==> config.mk <==
export PLATFORM = sky130hd
export DESIGN_NAME = ts_sync_monitor
export DESIGN_NICKNAME = d
export VERILOG_FILES = /design/src/rtl/ts_sync_monitor.sv
export SDC_FILE = /design/constraint.sdc
export NUM_CORES = 1
export LEC_CHECK = 0
export ABC_AREA = 1
export ABC_CLOCK_PERIOD_IN_PS = 5600
export CAP_MARGIN = 20
export CORE_AREA = 2 2 82 84
export CTS_CLUSTER_SIZE = 40
export DETAILED_ROUTE_END_ITERATION = 8
export DIE_AREA = 0 0 84 86
export SYNTH_ARGS = -nofsm -noshare
export SYNTH_HDL_FRONTEND = slang
export SYNTH_SLANG_ARGS = --single-unit
export TNS_END_PERCENT = 20
==> constraint.sdc <==
create_clock -name wclk -period 5.6 [get_ports wclk]
set_clock_uncertainty 0.15 [all_clocks]
set_input_delay 1.12 -clock wclk [delete_from_list [all_inputs] [get_ports wclk]]
set_output_delay 1.12 -clock wclk [all_outputs]
set_load 0.1 [all_outputs]
==> src/rtl/ts_sync_monitor.sv <==
// MPEG transport-stream sync monitor: finds and tracks the 0x47 sync byte,
// counts sync misses and TEI flags, and flags loss of input signal.
module ts_sync_monitor #(
  parameter int unsigned PKT_LEN        = 188,
  parameter int unsigned LOCK_COUNT     = 3,
  parameter int unsigned UNLOCK_COUNT   = 3,
  parameter int unsigned SIGNAL_TIMEOUT = 1024
) (
  input  logic       wclk,
  input  logic       rst_n,
  input  logic       valid,
  input  logic [7:0] ts_data,
  input  logic       error_clr,
  output logic       valid_out,
  output logic [7:0] ts_data_out,
  output logic       pkt_start,
  output logic       sync_lock,
  output logic       signal_present,
  output logic [7:0] error_count
);

  localparam int unsigned IdxW   = $clog2(PKT_LEN);
  localparam int unsigned CntMax = (LOCK_COUNT > UNLOCK_COUNT) ? LOCK_COUNT : UNLOCK_COUNT;
  localparam int unsigned CntW   = $clog2(CntMax + 1);

  localparam logic [IdxW-1:0] IdxLast  = IdxW'(PKT_LEN - 1);
  localparam logic [CntW-1:0] LockCnt  = CntW'(LOCK_COUNT);
  localparam logic [CntW-1:0] MissCnt  = CntW'(UNLOCK_COUNT);
  localparam logic [11:0]     IdleMax  = 12'(SIGNAL_TIMEOUT - 1);
  localparam logic [7:0]      SyncByte = 8'h47;

  typedef enum logic [1:0] {StHunt, StVerify, StLocked, StLoss} state_e;

  state_e          state_q, state_d;
  logic [IdxW-1:0] idx_q, idx_d, idx_next;
  logic [CntW-1:0] good_q, good_d, miss_q, miss_d;
  logic [11:0]     idle_q, idle_d;
  logic [7:0]      err_q, err_d;
  logic            err_inc;
  logic            pst_q, pst_d;
  logic            vout_q;
  logic [7:0]      dout_q;
  logic            is_sync, at_zero;

  assign is_sync  = (ts_data == SyncByte);
  assign at_zero  = (idx_q == '0);
  assign idx_next = (idx_q == IdxLast) ? '0 : idx_q + 1'b1;

  // Next-state for sync FSM, byte index, counters and idle timer.
  always_comb begin
    state_d = state_q;
    idx_d   = idx_q;
    good_d  = good_q;
    miss_d  = miss_q;
    err_inc = 1'b0;
    idle_d  = valid ? '0 : ((idle_q == IdleMax) ? idle_q : idle_q + 12'd1);

    if (valid) begin
      unique case (state_q)
        StHunt: begin
          if (is_sync) begin
            state_d = (LOCK_COUNT <= 1) ? StLocked : StVerify;
            idx_d   = IdxW'(1);
            good_d  = CntW'(1);
          end else begin
            idx_d = '0;
          end
        end
        StVerify: begin
          idx_d = idx_next;
          if (at_zero) begin
            if (is_sync) begin
              good_d = good_q + 1'b1;
              if (good_q + 1'b1 == LockCnt) state_d = StLocked;
            end else begin
              state_d = StHunt;
              idx_d   = '0;
              good_d  = '0;
            end
          end
        end
        StLocked: begin
          idx_d = idx_next;
          if (at_zero && !is_sync) begin
            state_d = StLoss;
            miss_d  = CntW'(1);
            err_inc = 1'b1;
          end
          // Transport error indicator is bit 7 of the byte after sync.
          if (idx_q == IdxW'(1) && ts_data[7]) err_inc = 1'b1;
        end
        StLoss: begin
          idx_d = idx_next;
          if (at_zero) begin
            if (is_sync) begin
              state_d = StLocked;
              miss_d  = '0;
            end else begin
              miss_d  = miss_q + 1'b1;
              err_inc = 1'b1;
              if (miss_q + 1'b1 == MissCnt) begin
                state_d = StHunt;
                idx_d   = '0;
                miss_d  = '0;
              end
            end
          end
        end
        default: state_d = StHunt;
      endcase
    end

    // Signal timeout overrides whatever the FSM decided.
    if (idle_d == IdleMax) begin
      state_d = StHunt;
      idx_d   = '0;
      good_d  = '0;
      miss_d  = '0;
    end

    pst_d = valid && at_zero && is_sync && (state_d == StLocked || state_d == StLoss);

    if (error_clr)                     err_d = '0;
    else if (err_inc && err_q != '1)   err_d = err_q + 8'd1;
    else                               err_d = err_q;
  end

  // State and output registers.
  always_ff @(posedge wclk or negedge rst_n) begin
    if (!rst_n) begin
      state_q <= StHunt;
      idx_q   <= '0;
      good_q  <= '0;
      miss_q  <= '0;
      idle_q  <= '0;
      err_q   <= '0;
      pst_q   <= 1'b0;
      vout_q  <= 1'b0;
      dout_q  <= '0;
    end else begin
      state_q <= state_d;
      idx_q   <= idx_d;
      good_q  <= good_d;
      miss_q  <= miss_d;
      idle_q  <= idle_d;
      err_q   <= err_d;
      pst_q   <= pst_d;
      vout_q  <= valid;
      dout_q  <= ts_data;
    end
  end

  assign valid_out      = vout_q;
  assign ts_data_out    = dout_q;
  assign pkt_start      = pst_q;
  assign sync_lock      = (state_q == StLocked) || (state_q == StLoss);
  assign signal_present = (idle_q < IdleMax);
  assign error_count    = err_q;

endmodule

# After elaboration in Yosys (flattened, before gate mapping)
# Index checks and enable logic that the tools add are counted.
[op_classes]
muxes = 44
order_cmp = 1
addsub = 5
n_eq_ne = 17
n_reduce_logical = 17
[op_table]
columns = ["operator", "n"]
rows = [
  ["$mux W8", 10],
  ["$mux W2", 21],
  ["$pmux W8 S4", 1],
  ["$eq A12 B10 Y1 const B", 2],
  ["$mux W12", 2],
  ["$add A8 B1 Y8 const B", 2],
  ["$add A12 B1 Y12 const B", 1],
  ["$eq A2 B2 Y1 const B", 6],
  ["$lt A12 B10 Y1 const B", 1],
  ["$ne A3 B3 Y1 const B", 4],
  ["$eq A8 B1 Y1 const B", 1],
  ["$eq A8 B7 Y1 const B", 1],
  ["$eq A8 B8 Y1 const B", 1],
  ["$logic_not A8 Y1", 1],
  ["$ne A8 B8 Y1 const B", 1],
  ["$pmux W2 S2", 2],
  ["$pmux W2 S4", 1],
  ["$reduce_and A4 Y1", 2],
  ["$logic_and A1 B1 Y1", 6],
  ["$mux W1", 6],
  ["$reduce_bool A3 Y1", 2],
  ["$add A2 B1 Y2 const B", 2],
  ["$reduce_bool A2 Y1", 2],
  ["$eq A2 B1 Y1 const B", 1],
  ["4 further kinds", 5],
]
[word_totals]
ff_bits = 44
wordCells = 93

# Longest topological paths before layout
# Gate-level depths: netlist (run 1).
[logic_depth]
ltp_word = 11
ltp_mapped = 13
ltp_nobuf = 12

# Least setup slack after synthesis (run 1)
# OpenSTA, ideal clock, no wires.
[synth_path]
kind = "register to output"
startpoint = "register idle_q[0]"
endpoint = "output port signal_present"
stages_incl_launch_ff = 7
path_slack_ns = 2.124
arrival_time_ns = 2.206
path_cell_list = "dfrtp_1 -> ha_1 -> nand2_2 -> nor2_8 -> nand2_4 -> nor2_4 -> nor2_1"
[synth_via]
elab_chain_cells = 1
[synth_lines]
columns = ["item", "line", "source"]
rows = [
  ["start, declared", "37", "logic [11:0] idle_q, idle_d;"],
  ["start signal, assigned", "145", "idle_q <= idle_d;"],
  ["$lt A12 B10 Y1", "157", "assign signal_present = (idle_q < IdleMax);"],
  ["end, declared", "18", "output logic signal_present,"],
]
# Every way passes these cells.

# Worst setup path after layout (run 1)
# Same ends and word-level chain as after synthesis.

==> impl_metrics.yaml, run 1 <==
sta:
  fmax_mhz: 264
  whs_ns: 0.438
  maxSlewHeadroom_pct: 34.4
  drv_slew: 0
  hold_viol: 0
  setup_viol: 0
  finalSetupTns_ns: 0
  tightestPinTransition_ns: 0.980
  fin_crit_ns: 3.78
  rsz0062_at_grt: "no"
  finalCritPeriodShare_pct: 67.5
floorplan:
  die_width_um: 84
  dieHeight_um: 86
  start_util_pct: 43.8
  core_sq_um: 6280
  boundaryPins: 32
  dieArea_sq_um: 7220
  rows: 29
yosys:
  ys_ff_latch: 44
  synth_top_area_share_pct: 40.0
  syn_inst: 370
  async_reset_ff_share_pct: 100
  yosys.area.top_type: "dfrtp_1"
  yosysMostFrequentCell: "nand2_1"
  synth-edff-count: 0
  yosysWarnings: 0
  synthTopCellsByCount: "nand2_1, inv_1, dfrtp_1"
  synth_area_leaders: "dfrtp_1, nand2_1, nand3_1"
  netlist_area_sq_um: 2750
  syn_area_per_cell_sq_um: 7.43
  synthFlopType: "dfrtp_1"
  synthesis.nets: 388
  synth_cell_type_count: 33
  ys_seq_area_share_pct: 40.0
clocking:
  cts_buffers: 5
  post-cts-setup-buffer-count: 0
  hold_buffers: 0
  clock-sinks: 44
  cts.clk_slew.worst_paths_ns: 0.08
  tritoncts: "yes"
  cts-root-buf: "clkbuf_8"
  cts-resized-gates: 0
  ctsHtreeMaxLevel: 2
  clock_latency_ns: 0.30
  ctsLongestPathBuffers: 2
grt:
  grt.overflow.total: 0
  track_usage_pct: 16.9
  grt_pass1_wl_um: 10000
  grt_start_max_net_pins: 45
  antenna_found_initial: 0
  grt_pass1_vias: 2275
run_status:
  status: "complete, no violations"
cells_and_area:
  final_nets: 419
  drive_above_1_share_pct: 13.9
  n_antenna_cell: 0
  fin_util_pct: 51.2
  area_growth_pct: 16.8
worst_setup_path:
  rr_worst_depth: 10
  crit_required_ns: 4.33
  startpoint: "idle_q[0]"
  r2r_setup_slack_ns: 3.03
  endpoint: "signal_present"
  worstSetupStartpointType: "flop"
  arrival_ns: 2.51
  endpoint_kind: "output pin"
  path_class: "flop to output pin"
  r2r-start: "idle_q[0]"
  cp_max_fo: 5
  r2r-end: "idx_q[4]"
power:
  p_leak_nw: 1.61
  ir_drop_mv: 0.197
  total_power_uw: 958
  pwr_density_cell_nw_per_um2: 298
worst_hold_path:
  hold_class: "flop to flop"
drt:
  drc_errors: 0
  viasPerCell: 4.98
  drt_pass1_iterations: 4
  drt_iter0_drc: 86
  vias: 2386
  wirelength_um: 5650
  postRouteAntennaNets: 0
  wire_per_inst_um: 11.8
flow_run:
  maxCapViolations: 0
placed_design:
  io_buffer_count: 31
  gp_congestion: 0.861
  dp_hpwl_um: 4140
per-layer routing:
metal | global-route usage, % | vias up | part of all wire (%)
met1 | 21.6 | 1104 | 48
met5 | 0 | - | 0
met4 | 4.99 | 0 | 1.6
met2 | 28.9 | 34 | 47
li1 | - | 1239 | -
met3 | 3.56 | 9 | 3.2
state kept, by name (all words and copies together), names as in the netlist:
name,count
idle_q,12
state_q,2
pkt_start,1
valid_out,1
error_count,8
good_q,2
idx_q,8
ts_data_out,8
miss_q,2
per-stage QoR:
step	cell area [sq um]	cells	setup WS [ns]
CTS	3190	478	1.79
floorplan	2750	370	2.12
global route	3210	479	1.72
detailed placement	3090	470	2.04
finish	3210	479	1.82
global placement	3090	470	2.02
cells by family (layout without fill, tap and decap cells):
group                      after synthesis  in the layout  synth area share [%]
xor gates and xnor gates                 9              9                  2.87
adders and majority gates                6              6                  2.73
DFF                                     44             44                  40.0
and+or+nand+nor                        210            210                  37.3
AOI/OAI and AO/OA                       33             33                  6.64
buffers and inverters                   68            100                  10.4
cell usage in the layout (no fill, tap or decap), types with 5 or more instances in the layout:
cell type / n
nor3_1: 5
nor2_1: 35
nand2_1: 84
clkdlybuf4s50_1: 30
nor2_2: 6
o21ai_0: 14
inv_1: 47
dfrtp_1: 44
ha_1: 6
nand3_1: 37
inv_2: 11
nand4_1: 13
clkbuf_8: 6
a21oi_1: 12
nand2_2: 16
xor2_1: 7
final cells by class:
cell class	instances	area, sq um
Clock buffer	6	82.6
Clock inverter	2	15.0
Fill cell	635	3070
Inverter	59	221
Multi-Input combinational cell	258	1360
Sequential cell	44	1100
Tap cell	77	96.3
Timing Repair Buffer	33	333
where the power goes:
part	internal, mW	switching [mW]
Combinational	0.108	0.226
Clock	0.0999	0.112
Sequential	0.362	0.0504
Total	0.570	0.389
critical path, stage by stage, from the launching register on:
cell and delay (ns):
dfrtp_1 0.41, ha_1 0.27, nand2_2 0.14, nor2_8 0.05, nand2_4 0.09, nor2_4 0.04
nor2_1 0.08, clkdlybuf4s50_1 1.13
worst min-delay path by stage:
stage | depth (start not counted) | slack [ns] | endpoint | start
after floorplan | 4 | 0.40 | good_q[1] | good_q[1]
after global placement | 2 | 0.42 | error_count[4] | error_count[4]
after detailed placement | 2 | 0.42 | error_count[4] | error_count[4]
after CTS | 2 | 0.44 | error_count[4] | error_count[4]
after global routing | 2 | 0.49 | error_count[4] | error_count[4]
final | 4 | 0.44 | good_q[1] | good_q[1]
Power figures use the tool's default switching activity.
==> run 2, diff against run 1 <==
ABC_CLOCK_PERIOD_IN_PS = 3400   (was 5600)
PLACE_DENSITY = 0.67   (was default)
clock period = 3.4 ns   (was 5.6 ns; I/O delays follow)
==> run 2 against run 1 <==
Against the previous run:
- global-route usage down 0.43 points
- first-iteration DRC count up 67%
- sequential share of layout area up 0.65 points
- flip-flop and latch count unchanged
- non-clock buffer count down 1
- highest routed layer unchanged
- via count down 1.4%
- die area unchanged
- register-to-register slack worse by 2.2 ns
==> impl_metrics.yaml, run 2 (synthesized netlist as in run 1, its figures left out) <==
cells_and_area:
  drive_above_1_share_pct: 18.5
  n_antenna_cell: 0
  area_growth_pct: 14.6
  nFillCells: 637
  largest_reg_flops: 12
  final_nets: 418
  top_register: "idle_q"
  fin_area_sq_um: 3150
  fin_util_pct: 50.2
  layout_commonest_cell: "nand2_1"
  final_cell_mix: "nand2_1, inv_1, dfrtp_1"
grt:
  antenna_found_initial: 0
  grt_start_max_net_pins: 45
  grt_pass1_wl_um: 9870
  grt_pass1_vias: 2338
  grt.overflow.total: 0
  track_usage_pct: 16.4
floorplan:
  start_util_pct: 43.8
  rows: 29
  dieArea_sq_um: 7220
  die_width_um: 84
  boundaryPins: 32
  core_sq_um: 6280
  dieHeight_um: 86
sta:
  fmax_mhz: 382
  fin_crit_ns: 2.62
  finalCritPeriodShare_pct: 77.0
  finalSetupTns_ns: 0
  tightestPinTransition_ns: 0.968
  hold_viol: 0
  drv_slew: 0
  maxSlewHeadroom_pct: 35.5
  setup_viol: 0
  rsz0062_at_grt: "no"
  whs_ns: 0.381
power:
  total_power_mw: 1.62
  ir_drop_mv: 0.287
  p_leak_nw: 1.63
  pwr_density_cell_nw_per_um2: 512
placed_design:
  dp_hpwl_um: 4000
  placed_area_sq_um: 3040
  gp_congestion: 0.883
  io_buffer_count: 31
clocking:
  clock-sinks: 44
  hold_buffers: 0
  ctsHtreeMaxLevel: 2
  cts-resized-gates: 0
  cts_buffers: 5
  cts-root-buf: "clkbuf_8"
  cts.clk_slew.worst_paths_ns: 0.08
  tritoncts: "yes"
  post-cts-setup-buffer-count: 0
  clock_latency_ns: 0.30
  ctsLongestPathBuffers: 2
worst_setup_path:
  cp_num_buf_inv: 1
  critPathMostFrequentCell: "nand2_2"
  worstPathCellList: "ha_1, nand2_2, nor2_8, nand3_2, a21oi_1, nand2_1, nor2_2, nand4_2, nand2_2, inv_2"
  endpoint: "miss_q[1]"
  crit_slowest_cell: "nand4_2"
  path_class: "flop to flop"
  max_stage_delay_ns: 0.41
  crit_required_ns: 3.45
  r2r_setup_slack_ns: 0.78
  r2r-end: "miss_q[1]"
  worstSetupStartpointType: "flop"
  arrival_ns: 2.66
  critPathTopFamily: "simple AND/OR/NAND/NOR gates"
  endpoint_kind: "flop"
  rr_worst_depth: 10
  startpoint: "idle_q[0]"
  r2r-start: "idle_q[0]"
  path_depth: 10
  cp_max_fo: 12
drt:
  wire_per_inst_um: 11.5
  drt_iter0_drc: 144
  viasPerCell: 4.92
  postRouteAntennaNets: 0
  wirelength_um: 5510
  vias: 2353
  drt_pass1_iterations: 4
  drc_errors: 0
worst_hold_path:
  hold_class: "input port to asynchronous set/reset pin"
flow_run:
  maxCapViolations: 0
run_status:
  status: "complete, no violations"
-- run 2: changes by cell type in the layout (fill, tap and decap cells not counted), sizes merged --
| cell | before | now |
|---|---|---|
| buf | 3 | 22 |
| clkinv | 1 | 2 |
| clkinvlp | 2 | 0 |
| bufinv | 0 | 1 |
| clkdlybuf4s50 | 30 | 10 |
-- run 2: metal layers --
layer | routed length [um] | track usage, % | vias to the layer above
li1 | - | - | 1237
met4 | 69 | 4.69 | 0
met5 | 0 | 0 | -
met3 | 198 | 3.27 | 7
met2 | 2610 | 30.0 | 42
met1 | 2630 | 19.7 | 1067
-- run 2: final cells by class --
| type | count | area, sq um | share of cell area, % |
|---|---|---|---|
| multi-input cells | 258 | 1360 | 43.2 |
| flip-flops and latches | 44 | 1100 | 34.9 |
| repair buffers | 32 | 263 | 8.34 |
| inverters | 59 | 221 | 7.03 |
| well taps | 77 | 96.3 | 3.06 |
| clock buffers | 6 | 72.6 | 2.30 |
| clock inverters | 2 | 35.0 | 1.11 |
-- run 2: worst register-to-register path: stages, from the launching register on --
cell and delay [ns]:
dfrtp_1 0.40, ha_1 0.29, nand2_2 0.13, nor2_8 0.14, nand3_2 0.26, a21oi_1 0.26
nand2_1 0.09, nor2_2 0.17, nand4_2 0.41, nand2_2 0.19, inv_2 0.03
-- run 2: worst min path at each step --
stage | startpoint | endpoint | slack (ns) | cells past startpoint
after floorplan | rst_n | error_count[0] | 0.23 | 0
after global placement | error_count[4] | error_count[4] | 0.42 | 2
after detailed placement | error_count[4] | error_count[4] | 0.42 | 2
after CTS | rst_n | error_count[5] | 0.42 | 1
after global routing | rst_n | idx_q[5] | 0.46 | 1
final | rst_n | idx_q[6] | 0.38 | 1
-- run 2: power breakdown --
| group | internal [mW] | switching, mW |
|---|---|---|
| registers | 0.596 | 0.0826 |
| logic | 0.169 | 0.369 |
| clock network | 0.218 | 0.180 |
-- run 2: stage by stage --
step / setup WS, ns / instances
floorplan: 0.364 / 370
global placement: 0.563 / 470
detailed placement: 0.515 / 470
CTS: 0.740 / 478
global route: 0.546 / 478
finish: 0.783 / 478
==> run 3, diff against run 2 <==
ABC_CLOCK_PERIOD_IN_PS = 2270   (was 3400)
clock period = 2.27 ns   (was 3.4 ns; I/O delays follow)
==> run 3 against run 2 <==
Against the previous run:
- utilization grew 2.9 points
- critical endpoint is now signal_present
- sequential share of layout area shrank 1.9 points
- non-clock buffer count grew 16
==> impl_metrics.yaml, run 3 (synthesized netlist as in run 1, its figures left out) <==
placed_design:
  io_buffer_count: 31
  placed_area_sq_um: 3230
  gp_congestion: 0.834
  dp_hpwl_um: 4390
  post-place-ws_ns: -0.0134
power:
  pwr_density_cell_nw_per_um2: 709
  ir_drop_mv: 0.460
  p_leak_nw: 1.73
sta:
  fin_crit_ns: 2.16
  finalSetupTns_ns: 0
  rsz0062_at_grt: "no"
  setup_viol: 0
  fmax_mhz: 463
  hold_viol: 0
  drv_slew: 0
  tightestPinTransition_ns: 0.397
  finalCritPeriodShare_pct: 95.2
  maxSlewHeadroom_pct: 73.5
  setup_slack_ns: 0.108
worst_setup_path:
  critPathTopFamily: "simple AND/OR/NAND/NOR gates"
  crit_slowest_cell: "dfrtp_1"
  crit_required_ns: 1.67
  critPathMostFrequentCell: "nor2_4"
  max_stage_delay_ns: 0.40
  cp_num_buf_inv: 1
  path_class: "flop to output pin"
  endpoint_kind: "output pin"
  worstSetupStartpointType: "flop"
  arrival_ns: 1.56
  cp_max_fo: 5
  worstPathCellList: "ha_1, nand2_2, nor2_8, nand2_4, nor2_4, nor2_4, buf_12"
drt:
  drt_pass1_iterations: 4
  wire_per_inst_um: 11.9
  vias: 2460
  postRouteAntennaNets: 0
  met2_length_um: 2870
  viasPerCell: 4.99
  wirelength_um: 5850
  drt_iter0_drc: 104
  top_layer_used: "met4"
  wl_met3_um: 218
  met1_length_um: 2670
  drc_errors: 0
flow_run:
  maxCapViolations: 0
clocking:
  cts-root-buf: "clkbuf_8"
  clock_latency_ns: 0.29
  cts.clk_slew.worst_paths_ns: 0.08
  tritoncts: "yes"
  ctsLongestPathBuffers: 2
  clock-sinks: 44
  cts_buffers: 5
  cts-resized-gates: 0
  ctsHtreeMaxLevel: 2
grt:
  grt_pass1_wl_um: 10100
  grt.overflow.total: 0
  antenna_found_initial: 0
  grt_pass1_vias: 2310
  track_usage_pct: 17.2
  grt_start_max_net_pins: 45
worst_hold_path:
  hold_class: "flop to flop"
cells_and_area:
  final_nets: 434
  largest_reg_flops: 12
  final_cell_mix: "nand2_1, inv_1, dfrtp_1"
  top_register: "idle_q"
  fin_area_sq_um: 3330
  drive_above_1_share_pct: 21.6
  area_growth_pct: 21.1
  n_antenna_cell: 0
  layout_commonest_cell: "nand2_1"
floorplan:
  core_sq_um: 6280
  dieHeight_um: 86
  dieArea_sq_um: 7220
  rows: 29
  start_util_pct: 43.8
  boundaryPins: 32
  die_width_um: 84
run_status:
  status: "complete, no violations"
==> run 3: path summary, 6_finish.rpt <==
path | start | to | slack, ns | cells past startpoint
max in group asynchronous | rst_n | idle_q[1] | 1.24 | 3
min in group asynchronous | rst_n | ts_data_out[7] | 0.52 | 3
worst min register to register | error_count[7] | error_count[7] | 0.44 | 2
worst max register to register | idle_q[1] | idx_q[0] | 0.17 | 12
worst min-delay path | error_count[7] | error_count[7] | 0.44 | 2
worst max-delay path | idle_q[1] | signal_present | 0.11 | 7
==> run 3: metal layers <==
metal / global-route usage, % / vias to the layer above
li1: - / 1267
met1: 20.9 / 1138
met2: 31.1 / 44
met3: 3.46 / 11
met4: 4.99 / 0
met5: 0 / -
==> run 3: layout make-up <==
type | count | area [sq um]
Clock inverter | 2 | 12.5
Tap cell | 77 | 96.3
Fill cell | 627 | 2950
Sequential cell | 44 | 1100
Multi-Input combinational cell | 258 | 1370
Clock buffer | 5 | 68.8
Inverter | 59 | 221
Timing Repair Buffer | 48 | 460
==> run 3: timing repair <==
| item | CTS | global route |
|---|---|---|
| hold buffers | 1 | 0 |
| setup buffers | 0 | 1 |
| endpoints found under the setup margin | 0 | 7 |
| endpoints found under the hold margin | 44 | 0 |
==> run 3: worst reg2reg max path, stage by stage (launching register included) <==
cell	delay [ns]
dfrtp_1	0.40
ha_1	0.20
nand2_2	0.10
nor2_8	0.15
nand3_2	0.14
buf_12	0.17
nand2_1	0.08
nand3_2	0.07
nor2_2	0.15
nand4_2	0.13
buf_12	0.18
nand2_1	0.06
inv_1	0.04
==> run 3: power by group <==
| part | switching (mW) | internal, mW | leakage (nW) |
|---|---|---|---|
| Sequential | 0.129 | 0.893 | 0.568 |
| Combinational | 0.575 | 0.296 | 1.12 |
| Clock | 0.262 | 0.209 | 0.0400 |
| Total | 0.965 | 1.40 | 1.73 |
==> run 3: through the flow <==
step | total power, mW | std cells | utilization (%) | hold WS [ns]
2_1_floorplan | 1.65 | 370 | - | 0.00841
3_3_place_gp | 1.89 | 484 | 51.5 | 0.301
3_5_place_dp | 1.91 | 484 | 51.5 | 0.305
4_1_cts | 2.39 | 492 | 52.9 | 0.447
5_1_grt | 2.54 | 493 | 53.1 | 0.465
6_report | 2.36 | 493 | 53.1 | 0.439
